`config.mk`:
```
export PLATFORM = sky130hd
export DESIGN_NAME = serv_immdec_wide
export DESIGN_NICKNAME = d
export VERILOG_FILES = /design/src/rtl/serv_immdec_wide.sv
export SDC_FILE = /design/constraint.sdc
export NUM_CORES = 1
export LEC_CHECK = 0
export BUFFER_PORTS_ARGS = -buffer_cell sky130_fd_sc_hd__buf_2
export CORE_UTILIZATION = 60
export CTS_CLUSTER_SIZE = 25
export DETAILED_ROUTE_END_ITERATION = 10
export MAX_ROUTING_LAYER = met4
export PLACE_DENSITY = 0.93
export RECOVER_POWER = 50
export SYNTH_ARGS = -nofsm -noshare
export SYNTH_HDL_FRONTEND = slang
export SYNTH_SLANG_ARGS = --single-unit
```
`constraint.sdc`:
```
create_clock -name i_clk -period 3.25 [get_ports i_clk]
set_clock_uncertainty 0.05 [all_clocks]
set_input_delay 0.325 -clock i_clk [delete_from_list [all_inputs] [get_ports i_clk]]
set_output_delay 0.325 -clock i_clk [all_outputs]
set_load 0.01 [all_outputs]
```
`src/rtl/serv_immdec_wide.sv`:
```
// ---------------------------------------------------------------------------
// serv_immdec_wide
//
// Immediate decoder for the bit-serial core, widened to W bits per count
// cycle. A fetched instruction is captured on i_wb_en. Its immediate is
// decoded by type into a 32-bit register, which is then streamed out
// LSB-first, W bits per i_cnt_en. The register addresses are kept in their
// own registers and are never shifted.
//
// Parameters:
//   W                 bits delivered per count cycle (1, 2, 4 or 8)
//   CLR_ADDR_ON_DONE  1: address/zimm outputs clear when a stream completes
//                     0: they hold until the next capture
//
// Ports:
//   i_clk       clock, rising edge
//   i_rst_n     asynchronous active-low reset
//   i_wb_en     instruction capture strobe (fetch ack)
//   i_wb_rdt    instruction bits [31:7]
//   i_imm_type  0=I 1=S 2=B 3=U 4=J 5=CSR-zimm (6,7 decode as I)
//   i_cnt_en    advance one W-bit chunk
//   o_imm       current immediate chunk (0 when idle)
//   o_last      high while the final chunk is presented
//   o_busy      high while a captured immediate is pending or streaming
//   o_done      one-cycle pulse after the final chunk is consumed
//   o_rd_addr   instr[11:7]
//   o_rs1_addr  instr[19:15]
//   o_rs2_addr  instr[24:20]
//   o_csr_imm   instr[15], the zimm LSB
// ---------------------------------------------------------------------------
module serv_immdec_wide #(
  parameter int W                = 1,
  parameter bit CLR_ADDR_ON_DONE = 1'b0
) (
  input  logic          i_clk,
  input  logic          i_rst_n,
  input  logic          i_wb_en,
  input  logic [24:0]   i_wb_rdt,
  input  logic [2:0]    i_imm_type,
  input  logic          i_cnt_en,
  output logic [W-1:0]  o_imm,
  output logic          o_last,
  output logic          o_busy,
  output logic          o_done,
  output logic [4:0]    o_rd_addr,
  output logic [4:0]    o_rs1_addr,
  output logic [4:0]    o_rs2_addr,
  output logic          o_csr_imm
);

  localparam int N  = 32 / W;
  localparam int CW = (N > 1) ? $clog2(N) : 1;
  localparam logic [CW-1:0] LAST_CNT = CW'(N - 1);

  typedef enum logic [1:0] {
    IDLE   = 2'd0,
    LOADED = 2'd1,
    SHIFT  = 2'd2
  } state_t;

  state_t        state_q, state_d;
  logic [31:0]   imm_q, imm_d;
  logic [CW-1:0] cnt_q, cnt_d;
  logic [4:0]    rd_q, rd_d;
  logic [4:0]    rs1_q, rs1_d;
  logic [4:0]    rs2_q, rs2_d;
  logic          csr_imm_q, csr_imm_d;
  logic          done_q, done_d;

  logic [31:0]   instr;
  logic          sign;
  logic [31:0]   dec_imm;
  logic          busy;
  logic          last;

  // The low seven opcode bits are not delivered; pad them so the field
  // slices below read exactly like the ISA manual.
  assign instr = {i_wb_rdt, 7'b0};
  assign sign  = instr[31];

  // Immediate decode from the standard RISC-V formats. CSR zimm is the only
  // format that is zero-extended.
  always_comb begin
    dec_imm = {{20{sign}}, instr[31:20]};
    case (i_imm_type)
      3'd1: dec_imm = {{20{sign}}, instr[31:25], instr[11:7]};
      3'd2: dec_imm = {{20{sign}}, instr[7], instr[30:25], instr[11:8], 1'b0};
      3'd3: dec_imm = {instr[31:12], 12'b0};
      3'd4: dec_imm = {{12{sign}}, instr[19:12], instr[20], instr[30:21], 1'b0};
      3'd5: dec_imm = {27'b0, instr[19:15]};
      default: dec_imm = {{20{sign}}, instr[31:20]};
    endcase
  end

  assign busy = (state_q != IDLE);
  assign last = busy && (cnt_q == LAST_CNT);

  // Next-state logic. A capture always wins over a simultaneous count, so a
  // restart mid-stream simply reloads and never raises done for the stream
  // it abandons. Counts while idle are ignored.
  always_comb begin
    state_d   = state_q;
    imm_d     = imm_q;
    cnt_d     = cnt_q;
    rd_d      = rd_q;
    rs1_d     = rs1_q;
    rs2_d     = rs2_q;
    csr_imm_d = csr_imm_q;
    done_d    = 1'b0;

    if (i_wb_en) begin
      state_d   = LOADED;
      imm_d     = dec_imm;
      cnt_d     = '0;
      rd_d      = instr[11:7];
      rs1_d     = instr[19:15];
      rs2_d     = instr[24:20];
      csr_imm_d = instr[15];
    end else if (busy && i_cnt_en) begin
      imm_d = imm_q >> W;
      if (last) begin
        // Final chunk consumed: back to idle, counter returns to zero.
        state_d = IDLE;
        cnt_d   = '0;
        done_d  = 1'b1;
        if (CLR_ADDR_ON_DONE) begin
          rd_d      = '0;
          rs1_d     = '0;
          rs2_d     = '0;
          csr_imm_d = 1'b0;
        end
      end else begin
        state_d = SHIFT;
        cnt_d   = cnt_q + 1'b1;
      end
    end
  end

  // All state, including the registered done pulse.
  always_ff @(posedge i_clk or negedge i_rst_n) begin
    if (!i_rst_n) begin
      state_q   <= IDLE;
      imm_q     <= '0;
      cnt_q     <= '0;
      rd_q      <= '0;
      rs1_q     <= '0;
      rs2_q     <= '0;
      csr_imm_q <= 1'b0;
      done_q    <= 1'b0;
    end else begin
      state_q   <= state_d;
      imm_q     <= imm_d;
      cnt_q     <= cnt_d;
      rd_q      <= rd_d;
      rs1_q     <= rs1_d;
      rs2_q     <= rs2_d;
      csr_imm_q <= csr_imm_d;
      done_q    <= done_d;
    end
  end

  assign o_imm      = busy ? imm_q[W-1:0] : '0;
  assign o_last     = last;
  assign o_busy     = busy;
  assign o_done     = done_q;
  assign o_rd_addr  = rd_q;
  assign o_rs1_addr = rs1_q;
  assign o_rs2_addr = rs2_q;
  assign o_csr_imm  = csr_imm_q;

endmodule

```
==> flow_summary.json, run 1 <==
{
  "ff2ff_path_depth": 4,
  "htreeDepth": 2,
  "hold_violations": 0,
  "crit_family": "adder cells",
  "r2r_start": "state_q[1]$_DFFE_PN0P_",
  "final_cell_count_no_fill": 373,
  "min_period_ps": 2090,
  "worst_path_most_repeated_cell": "ha_1",
  "critical_path_required_ps": 2870,
  "drv_cap": 1,
  "crit_fanout": 9,
  "track_usage_pct": 27.6,
  "hp-start": "i_cnt_en",
  "cts_buffers": 5,
  "drtIter0Drc": 130,
  "ys_seq_area_share_pct": 45.6,
  "grt_pass1_wl_mm": 10.8,
  "vias": 2324,
  "cts_tree": "yes",
  "timing.rr.end": "imm_q[28]$_DFFE_PN0P_",
  "die-area_um2": 5310,
  "drt_drc_violations_left": 0,
  "grt-ovfl-total": 0,
  "drv_slew": 39,
  "drt_wl_total_mm": 6.54,
  "diodes": 0,
  "grt_max_degree": 39,
  "syn_inst": 267,
  "relSlewSlack_pct": -35.1,
  "first_global_vias": 2271,
  "path_buf_inv": 1,
  "place.gp.congestion": 0.878,
  "first_pass_iters": 4,
  "powerDensity_nw_per_um2": 479,
  "final_area_um2": 3350,
  "start_util_pct": 63.0,
  "r2r_slack_ps": 1310,
  "nFillCells": 343,
  "failed_checks": "capacitance limit, slew limit",
  "leakage_nw": 1.53,
  "worstPathCellList": "ha_1 > and3_1 > ha_1 > and2_1 > buf_2",
  "syn_nets": 301,
  "antenna_found_initial": 0,
  "rows": 25,
  "io_pins": 52,
  "ir_drop_uv": 274,
  "clock_latency_ps": 310,
  "setup-violations-final": 0,
  "hold_path_class": "in -> reg",
  "clockRootBuffer": "clkbuf_8",
  "die-width_um": 72.9,
  "fin_total_pwr_mw": 1.60,
  "area_growth_syn_to_layout_pct": 11.1,
  "ant_nets": 0,
  "path_class": "reg -> out",
  "final_cell_mix": "dfrtp_1, buf_2, mux2i_1",
  "yosys.cell_types.count": 43,
  "fmax_mhz": 479,
  "avgSynthCellArea_um2": 11.3,
  "finalSetupTns_ps": 0,
  "clkSinkCount": 55,
  "layout_commonest_cell": "dfrtp_1",
  "synthesis.area_um2": 3020,
  "tightestPinTransition_ps": 2030,
  "status": "finished, violations left",
  "fp.coreArea_um2": 4790,
  "cts_buffer_depth": 2,
  "crit_path_end_kind": "primary output",
  "wire_per_inst_um": 17.5,
  "io_buffers": 51,
  "synthArstFlopShare_pct": 100,
  "die_h_um": 72.9,
  "holdPathStages": 2,
  "fin_crit_sh_pct": 64.3,
  "ctsResizeCount": 0,
  "path_clk_slew_ps": 100,
  "slowest_stage": "dfrtp_1",
  "postLayoutCoreUtil_pct": 70.0,
  "via_per_inst": 6.23,
  "synth-main-ff-cell": "dfrtp_1",
  "hold-path-endpoint": "state_q[0]$_DFFE_PN0P_",
  "worstSetupStartpointType": "register",
  "postCtsSetupBuffers": 0,
  "place_inst": 365,
  "layout-drive-gt1-share_pct": 29.1,
  "ys_ff_latch": 55,
  "hold_buffers": 0,
  "rsz0062_at_grt": "false",
  "nets": 339,
  "ys_warn_count": 0,
  "max_stage_delay_ps": 420,
  "dp_hpwl_mm": 4.47,
  "place_area_um2": 3230,
  "arrival_ps": 1710,
  "synth_edf_count": 0
}
[worst max path at each step]
stage                                 from                     to  depth (start not counted)
floorplan             cnt_q[0]$_DFFE_PN0P_   cnt_q[3]$_DFFE_PN0P_                          5
global placement    state_q[1]$_DFFE_PN0P_  imm_q[23]$_DFFE_PN0P_                          4
detailed placement  state_q[1]$_DFFE_PN0P_  imm_q[28]$_DFFE_PN0P_                          4
CTS                   cnt_q[0]$_DFFE_PN0P_                 o_last                          5
global route                       i_wb_en   imm_q[9]$_DFFE_PN0P_                          4
finish                cnt_q[0]$_DFFE_PN0P_                 o_last                          5
[routing by layer]
layer	vias to the layer above	GRT usage, %	share of wire (%)	wire length (um)
met2	84	43.5	50	3270
met3	9	5.25	5.4	351
met5	-	-	0	0
met4	0	8.71	1.5	99
li1	1087	-	-	-
met1	1144	36.2	43	2810
[registers in the layout, indices dropped and copies added (netlist names)]
name,count
o_rs2_addr,5
o_rd_addr,5
o_rs1_addr,5
state_q,2
cnt_q,5
imm_q,32
o_done,1
[cell type report]
cell class / instances / area [um^2] / share of cell area, %
clock buffers: 6 / 82.6 / 2.47
clock inverters: 2 / 35.0 / 1.05
inverters: 3 / 11.3 / 0.336
multi-input cells: 183 / 1460 / 43.7
flip-flops and latches: 55 / 1380 / 41.1
well taps: 67 / 83.8 / 2.50
repair buffers: 57 / 298 / 8.89
[synthesized netlist by cell type (2+ instances only)]
library cell,count,share of area (%)
buf_4,3,0.75
a211oi_1,11,2.7
a32oi_1,8,2.3
nor2b_1,3,0.62
and2_1,5,1.0
dfrtp_1,55,46
xor2_1,2,0.58
buf_2,11,1.8
inv_1,3,0.37
o2bb2ai_1,6,1.7
a2bb2oi_1,11,3.2
nand3b_1,5,1.2
nand2_1,8,1.0
nand3_1,12,2.0
a221oi_2,8,4.0
clkbuf_1,5,0.62
mux2_2,15,5.6
and3_1,2,0.41
o21ai_0,5,0.83
mux2i_1,32,11
buf_1,2,0.25
buf_6,3,1.1
nor2_1,3,0.37
a21oi_1,29,4.8
ha_1,2,0.83
[logic make-up after synthesis]
group | share of synthesized area (%)
flops | 45.6
simple gates | 8.67
xor+xnor | 0.581
mux | 16.2
buf+inv | 6.10
compound gates | 22.0
fa+ha+maj | 0.830
[worst reg2reg max path: stages (launching register included)]
cell	delay (ps)
dfrtp_1	430
o21ai_4	510
buf_4	460
mux2i_1	270
a2bb2oi_1	90
[per-stage QoR]
step | hold slack (ps) | setup WS (ps)
2_1_floorplan | -20.6 | 1480
3_3_place_gp | 414 | 1410
3_5_place_dp | 430 | 1310
4_1_cts | 91.8 | 1160
5_1_grt | 196 | 975
6_report | 187 | 1160
[power breakdown]
group,internal [mW],total (mW),leakage [nW],switching [mW]
registers,0.760,0.806,0.655,0.0460
clock network,0.250,0.471,0.0612,0.221
logic,0.149,0.327,0.811,0.178
total,1.16,1.60,1.53,0.446
Power figures use the tool's default switching activity.
==> run 2: changes to the inputs <==
--- a/config.mk
+++ b/config.mk
@@ -5,12 +5,13 @@
 export SDC_FILE = /design/constraint.sdc
 export NUM_CORES = 1
 export LEC_CHECK = 0
+export ABC_AREA = 1
 export BUFFER_PORTS_ARGS = -buffer_cell sky130_fd_sc_hd__buf_2
-export CORE_UTILIZATION = 60
+export CORE_UTILIZATION = 56
 export CTS_CLUSTER_SIZE = 25
 export DETAILED_ROUTE_END_ITERATION = 10
 export MAX_ROUTING_LAYER = met4
-export PLACE_DENSITY = 0.93
+export PLACE_DENSITY = 0.88
 export RECOVER_POWER = 50
 export SYNTH_ARGS = -nofsm -noshare
 export SYNTH_HDL_FRONTEND = slang
==> constraint.sdc (replaced) <==
create_clock -name i_clk -period 2.1 [get_ports i_clk]
set_clock_uncertainty 0.05 [all_clocks]
set_input_delay 0.21 -clock i_clk [delete_from_list [all_inputs] [get_ports i_clk]]
set_output_delay 0.21 -clock i_clk [all_outputs]
set_load 0.01 [all_outputs]
==> run 2 against run 1 <==
The run now ends clean; core utilization fell by 5.6 points; flip-flop and latch count did not move; via count rose by 16%; setup slack got worse by 860 ps; critical path type unchanged.
==> flow_summary.json, run 2 <==
{
  "powerDensity_nw_per_um2": 738,
  "tightestPinTransition_ps": 1430,
  "slowest_stage": "dfrtp_1",
  "final_cell_mix": "nand2_1, dfrtp_1, nor2_1",
  "synthArstFlopShare_pct": 100,
  "leakage_nw": 1.75,
  "ir_drop_uv": 409,
  "final_cell_count_no_fill": 519,
  "io_pins": 52,
  "htreeDepth": 2,
  "dp_hpwl_mm": 4.78,
  "hold_ws_ps": 57.6,
  "cts_tree": "yes",
  "ys_ff_latch": 55,
  "antenna_found_initial": 0,
  "layout_commonest_cell": "nand2_1",
  "grt-ovfl-total": 0,
  "min_period_ps": 1800,
  "worstSetupStartpointType": "register",
  "arrival_ps": 1540,
  "path_clk_slew_ps": 100,
  "fp.coreArea_um2": 5110,
  "postCtsSetupBuffers": 0,
  "ant_nets": 0,
  "syn_inst": 408,
  "synth.area.top_cells": "dfrtp_1, nand2_1, nand3_1",
  "diodes": 0,
  "track_usage_pct": 27.4,
  "final_area_um2": 3290,
  "fin_crit_sh_pct": 85.9,
  "yosys.cell_count.top_type": "nand2_1",
  "area_growth_syn_to_layout_pct": 10.6,
  "hold_buffers": 1,
  "place_ws_ps": 485,
  "status": "finished clean",
  "synth-main-ff-cell": "dfrtp_1",
  "crit_path_end_kind": "primary output",
  "rsz0062_at_grt": "false",
  "die-area_um2": 5610,
  "synth_top_area_cell": "dfrtp_1",
  "relSlewSlack_pct": 4.49,
  "wire_per_inst_um": 12.7,
  "grt_max_degree": 47,
  "ys_warn_count": 0,
  "p_sw_mw": 0.720,
  "synth_common_cells": "nand2_1, dfrtp_1, nor2_1",
  "synth_edf_count": 0,
  "vias": 2686,
  "first_global_vias": 2428,
  "largest_reg_flops": 32,
  "synth_top_area_share_pct": 46.3,
  "synthesis.area_um2": 2980,
  "die_h_um": 74.9,
  "place_area_um2": 3200,
  "hold_violations": 0,
  "r2r_start": "state_q[1]$_DFFE_PN0P_",
  "drv_slew": 0,
  "yosys.cell_types.count": 25,
  "clockRootBuffer": "clkbuf_8",
  "ys_seq_area_share_pct": 46.3,
  "hold_path_class": "in -> reg",
  "fmax_mhz": 555,
  "switching_share_pct": 29.7,
  "layout-drive-gt1-share_pct": 13.1,
  "syn_nets": 442,
  "pwr-share-clk_pct": 28.3,
  "via_per_inst": 5.18,
  "drv_cap": 0,
  "worstPathCellList": "ha_1 > nand2_1 > nor2_1 > ha_1 > inv_1 > nor2_1 > buf_2",
  "p_int_mw": 1.71,
  "combPwrFrac_pct": 19.7,
  "rows": 26,
  "drt_drc_violations_left": 0,
  "clock_latency_ps": 310,
  "max_stage_delay_ps": 420,
  "fin_total_pwr_mw": 2.43,
  "path_class": "reg -> out",
  "drtIter0Drc": 215,
  "cts_buffers": 5,
  "hp-start": "i_wb_rdt[2]",
  "postLayoutCoreUtil_pct": 64.4,
  "startpoint": "cnt_q[0]$_DFFE_PN0P_",
  "finalSetupTns_ps": 0,
  "place_inst": 511,
  "largest_register": "imm_q",
  "start_util_pct": 58.3,
  "seqPwrFrac_pct": 52.0,
  "crit_family": "flip-flops",
  "grt_pass1_wl_mm": 11.1,
  "nFillCells": 473,
  "die-width_um": 74.9,
  "critical_path_required_ps": 1840,
  "crit_fanout": 4,
  "cts_buffer_depth": 2,
  "path_buf_inv": 2,
  "drt_wl_total_mm": 6.61,
  "setup_ws_ps": 297,
  "ctsResizeCount": 0,
  "nets": 483,
  "setup-violations-final": 0,
  "clkSinkCount": 55,
  "avgSynthCellArea_um2": 7.29,
  "first_pass_iters": 5,
  "io_buffers": 51,
  "place.gp.congestion": 0.879
}
[run 2: cell count changes in the layout (fill, tap and decap cells not counted), moves of 15 or more]
| cell | change |
|---|---|
| buf_2 | -16 |
| a21oi_1 | -22 |
| nand2_1 | +155 |
| mux2_2 | -15 |
| clkbuf_1 | +18 |
| inv_1 | +22 |
| mux2i_1 | -32 |
| nor2_1 | +49 |
| nand3_1 | +27 |
[run 2: cells by family (layout without fill, tap and decap cells)]
logic type                 after synthesis  count (layout)  share of synthesized area (%)
DFF                                     55              55                           46.3
and+or+nand+nor                        266             266                           37.1
adders and majority gates                2               2                          0.841
xor gates and xnor gates                 2               2                          0.589
buffers and inverters                   52              93                           9.04
AOI/OAI and AO/OA                       31              31                           6.14
[run 2: area by class of cell]
type	instances	area [um^2]	share of cell area (%)
inverters	31	119	3.61
flip-flops and latches	55	1380	41.8
repair buffers	55	274	8.33
multi-input cells	301	1330	40.4
clock buffers	6	72.6	2.21
well taps	70	87.6	2.66
clock inverters	1	30.0	0.913
[run 2: worst reg2reg max path: cells and delay by family, from the launching register on]
| kind | cells | cell delay [ps] |
|---|---|---|
| buffers and inverters | 2 | 430 |
| DFF | 1 | 410 |
| and+or+nand+nor | 6 | 620 |
[run 2: worst paths after layout]
check | endpoint | slack, ps | depth (start not counted)
worst max-delay path | o_last | 300 | 7
worst min-delay path | o_rd_addr[2]$_DFFE_PN0P_ | 60 | 3
worst max register to register | imm_q[29]$_DFFE_PN0P_ | 480 | 8
worst min register to register | o_rs2_addr[1]$_DFFE_PN0P_ | 430 | 2
max in group asynchronous | imm_q[26]$_DFFE_PN0P_ | 450 | 2
min in group asynchronous | o_rs2_addr[2]$_DFFE_PN0P_ | 700 | 2
[run 2: routing by layer]
metal | track usage, % | vias up | part of all wire [%]
li1 | - | 1357 | -
met1 | 36.0 | 1247 | 46
met2 | 43.7 | 71 | 48
met3 | 5.22 | 11 | 5.0
met4 | 7.34 | 0 | 1.3
met5 | - | - | 0
[run 2: power groups by stage]
stage	Sequential, mW	Combinational (mW)	Clock [mW]
3_5_place_dp	1.28	0.485	0
2_1_floorplan	1.28	0.336	0
4_1_cts	1.26	0.489	0.694
5_1_grt	1.28	0.557	0.732
6_report	1.26	0.478	0.688
3_3_place_gp	1.28	0.469	0
==> run 3: changes to the inputs <==
--- a/config.mk
+++ b/config.mk
@@ -7,12 +7,14 @@
 export LEC_CHECK = 0
 export ABC_AREA = 1
 export BUFFER_PORTS_ARGS = -buffer_cell sky130_fd_sc_hd__buf_2
+export CORE_ASPECT_RATIO = 1.1
 export CORE_UTILIZATION = 56
 export CTS_CLUSTER_SIZE = 25
 export DETAILED_ROUTE_END_ITERATION = 10
 export MAX_ROUTING_LAYER = met4
 export PLACE_DENSITY = 0.88
 export RECOVER_POWER = 50
+export SETUP_SLACK_MARGIN = 0.3
 export SYNTH_ARGS = -nofsm -noshare
 export SYNTH_HDL_FRONTEND = slang
 export SYNTH_SLANG_ARGS = --single-unit
==> run 3 against run 2 <==
Global-route usage down 1.9 points; via count up 1.3%; core utilization up 0.56 points; flip-flop and latch count unchanged; register-to-register slack about the same; combinational power up 1%; power down 2.2%; largest cell class unchanged.
==> flow_summary.json, run 3 (same netlist as run 2, synthesis figures left out) <==
{
  "crit_family": "flip-flops",
  "drt_drc_violations_left": 0,
  "worst_path_most_repeated_cell": "nor2_1",
  "grt-ovfl-total": 0,
  "htreeDepth": 2,
  "relSlewSlack_pct": 10.8,
  "track_usage_pct": 25.5,
  "path_class": "reg -> out",
  "cts_tree": "yes",
  "fmax_mhz": 573,
  "place_inst": 500,
  "layout-drive-gt1-share_pct": 18.0,
  "finalSetupTns_ps": 0,
  "place_ws_ps": 530,
  "grt_pass1_wl_mm": 10.8,
  "final_cell_mix": "nand2_1, dfrtp_1, nor2_1",
  "path_buf_inv": 2,
  "io_pins": 52,
  "drtIter0Drc": 217,
  "place.gp.congestion": 0.831,
  "die-width_um": 71.5,
  "crit_path_end_kind": "primary output",
  "critical_path_required_ps": 1840,
  "postLayoutCoreUtil_pct": 65.0,
  "die-area_um2": 5610,
  "drv_cap": 0,
  "io_buffers": 51,
  "hold_violations": 0,
  "slowest_stage": "dfrtp_1",
  "ir_drop_uv": 429,
  "drv_slew": 0,
  "nets": 484,
  "vias": 2722,
  "die_h_um": 78.5,
  "area_growth_syn_to_layout_pct": 10.6,
  "via_per_inst": 5.35,
  "powerDensity_nw_per_um2": 722,
  "clock_latency_ps": 320,
  "cts_buffers": 5,
  "fp.coreArea_um2": 5070,
  "dp_hpwl_mm": 4.68,
  "layout_commonest_cell": "nand2_1",
  "cts_buffer_depth": 2,
  "setup_ws_ps": 354,
  "final_cell_count_no_fill": 509,
  "setup-violations-final": 0,
  "rows": 27,
  "ant_nets": 0,
  "clockRootBuffer": "clkbuf_8",
  "fin_crit_sh_pct": 83.2,
  "start_util_pct": 58.7,
  "rsz0062_at_grt": "true",
  "largest_register": "imm_q",
  "arrival_ps": 1490,
  "path_clk_slew_ps": 100,
  "hold_path_class": "in -> reg",
  "grt_max_degree": 56,
  "worstPathCellList": "ha_2 > nand2_1 > nor2_1 > ha_1 > inv_1 > nor2_1 > buf_2",
  "worstSetupStartpointType": "register",
  "clkSinkCount": 55,
  "diodes": 0,
  "tightestPinTransition_ps": 1340,
  "first_pass_iters": 5,
  "min_period_ps": 1750,
  "drt_wl_total_mm": 6.51,
  "max_stage_delay_ps": 400,
  "wire_per_inst_um": 12.8,
  "largest_reg_flops": 32,
  "first_global_vias": 2411,
  "status": "finished clean",
  "antenna_found_initial": 0,
  "leakage_nw": 1.81,
  "crit_fanout": 4
}
[run 3: cell types whose count changed in the layout (fill, tap and decap cells not counted), sizes merged]
cell / delta
clkinvlp: +1
buf: +19
clkinv: +1
bufinv: -1
clkbuf: -18
[run 3: worst paths after layout]
kind	to	cells past startpoint	slack, ps	startpoint
worst max-delay path	o_last	7	350	cnt_q[0]$_DFFE_PN0P_
worst min-delay path	o_rd_addr[2]$_DFFE_PN0P_	3	50	i_wb_rdt[2]
worst max register to register	imm_q[27]$_DFFE_PN0P_	8	480	state_q[1]$_DFFE_PN0P_
worst min register to register	o_rs2_addr[1]$_DFFE_PN0P_	2	430	o_rs2_addr[1]$_DFFE_PN0P_
max in group asynchronous	imm_q[19]$_DFFE_PN0P_	3	450	i_rst_n
min in group asynchronous	cnt_q[4]$_DFFE_PN0P_	3	750	i_rst_n
[run 3: where the power goes]
| part | total [mW] | internal [mW] | switching (mW) |
|---|---|---|---|
| Combinational | 0.483 | 0.175 | 0.308 |
| Sequential | 1.26 | 1.19 | 0.0713 |
| Clock | 0.633 | 0.270 | 0.363 |
[run 3: per-stage QoR]
stage               hold slack, ps  total power [mW]  area, um^2
floorplan                     -136              1.61        2980
global placement               181              1.75        3200
detailed placement             181              1.77        3200
CTS                           48.8              2.40        3300
global route                  60.7              2.51        3290
finish                        52.6              2.38        3290
[run 3: layer usage]
| metal | vias to the layer above | part of all wire (%) | wire (um) | GRT usage [%] |
|---|---|---|---|---|
| met1 | 1282 | 47 | 3040 | 34.0 |
| met3 | 7 | 4.5 | 291 | 4.24 |
| met5 | - | 0 | 0 | - |
| met2 | 76 | 47 | 3070 | 39.7 |
| met4 | 0 | 1.7 | 111 | 8.82 |
| li1 | 1357 | - | - | - |
[run 3: what timing repair did]
item | CTS | global route
setup buffers | 0 | 0
endpoints found under the hold margin | 55 | 0
resized for setup | 0 | 1
hold buffers | 1 | 0
setup endpoints to repair | 0 | 1
[run 3: final cells by class]
cell class	count	area, um^2
clock buffer	6	82.6
clock inverter	2	16.3
fill	427	1780
inverter	31	119
multi-input combinational	301	1330
sequential	55	1380
tap	58	72.6
timing repair buffer	56	293
[run 3: tightest hold or removal path, cell delays in order]
cell and delay [ps]:
buf_2 90, nand2_1 50, nand2_1 50
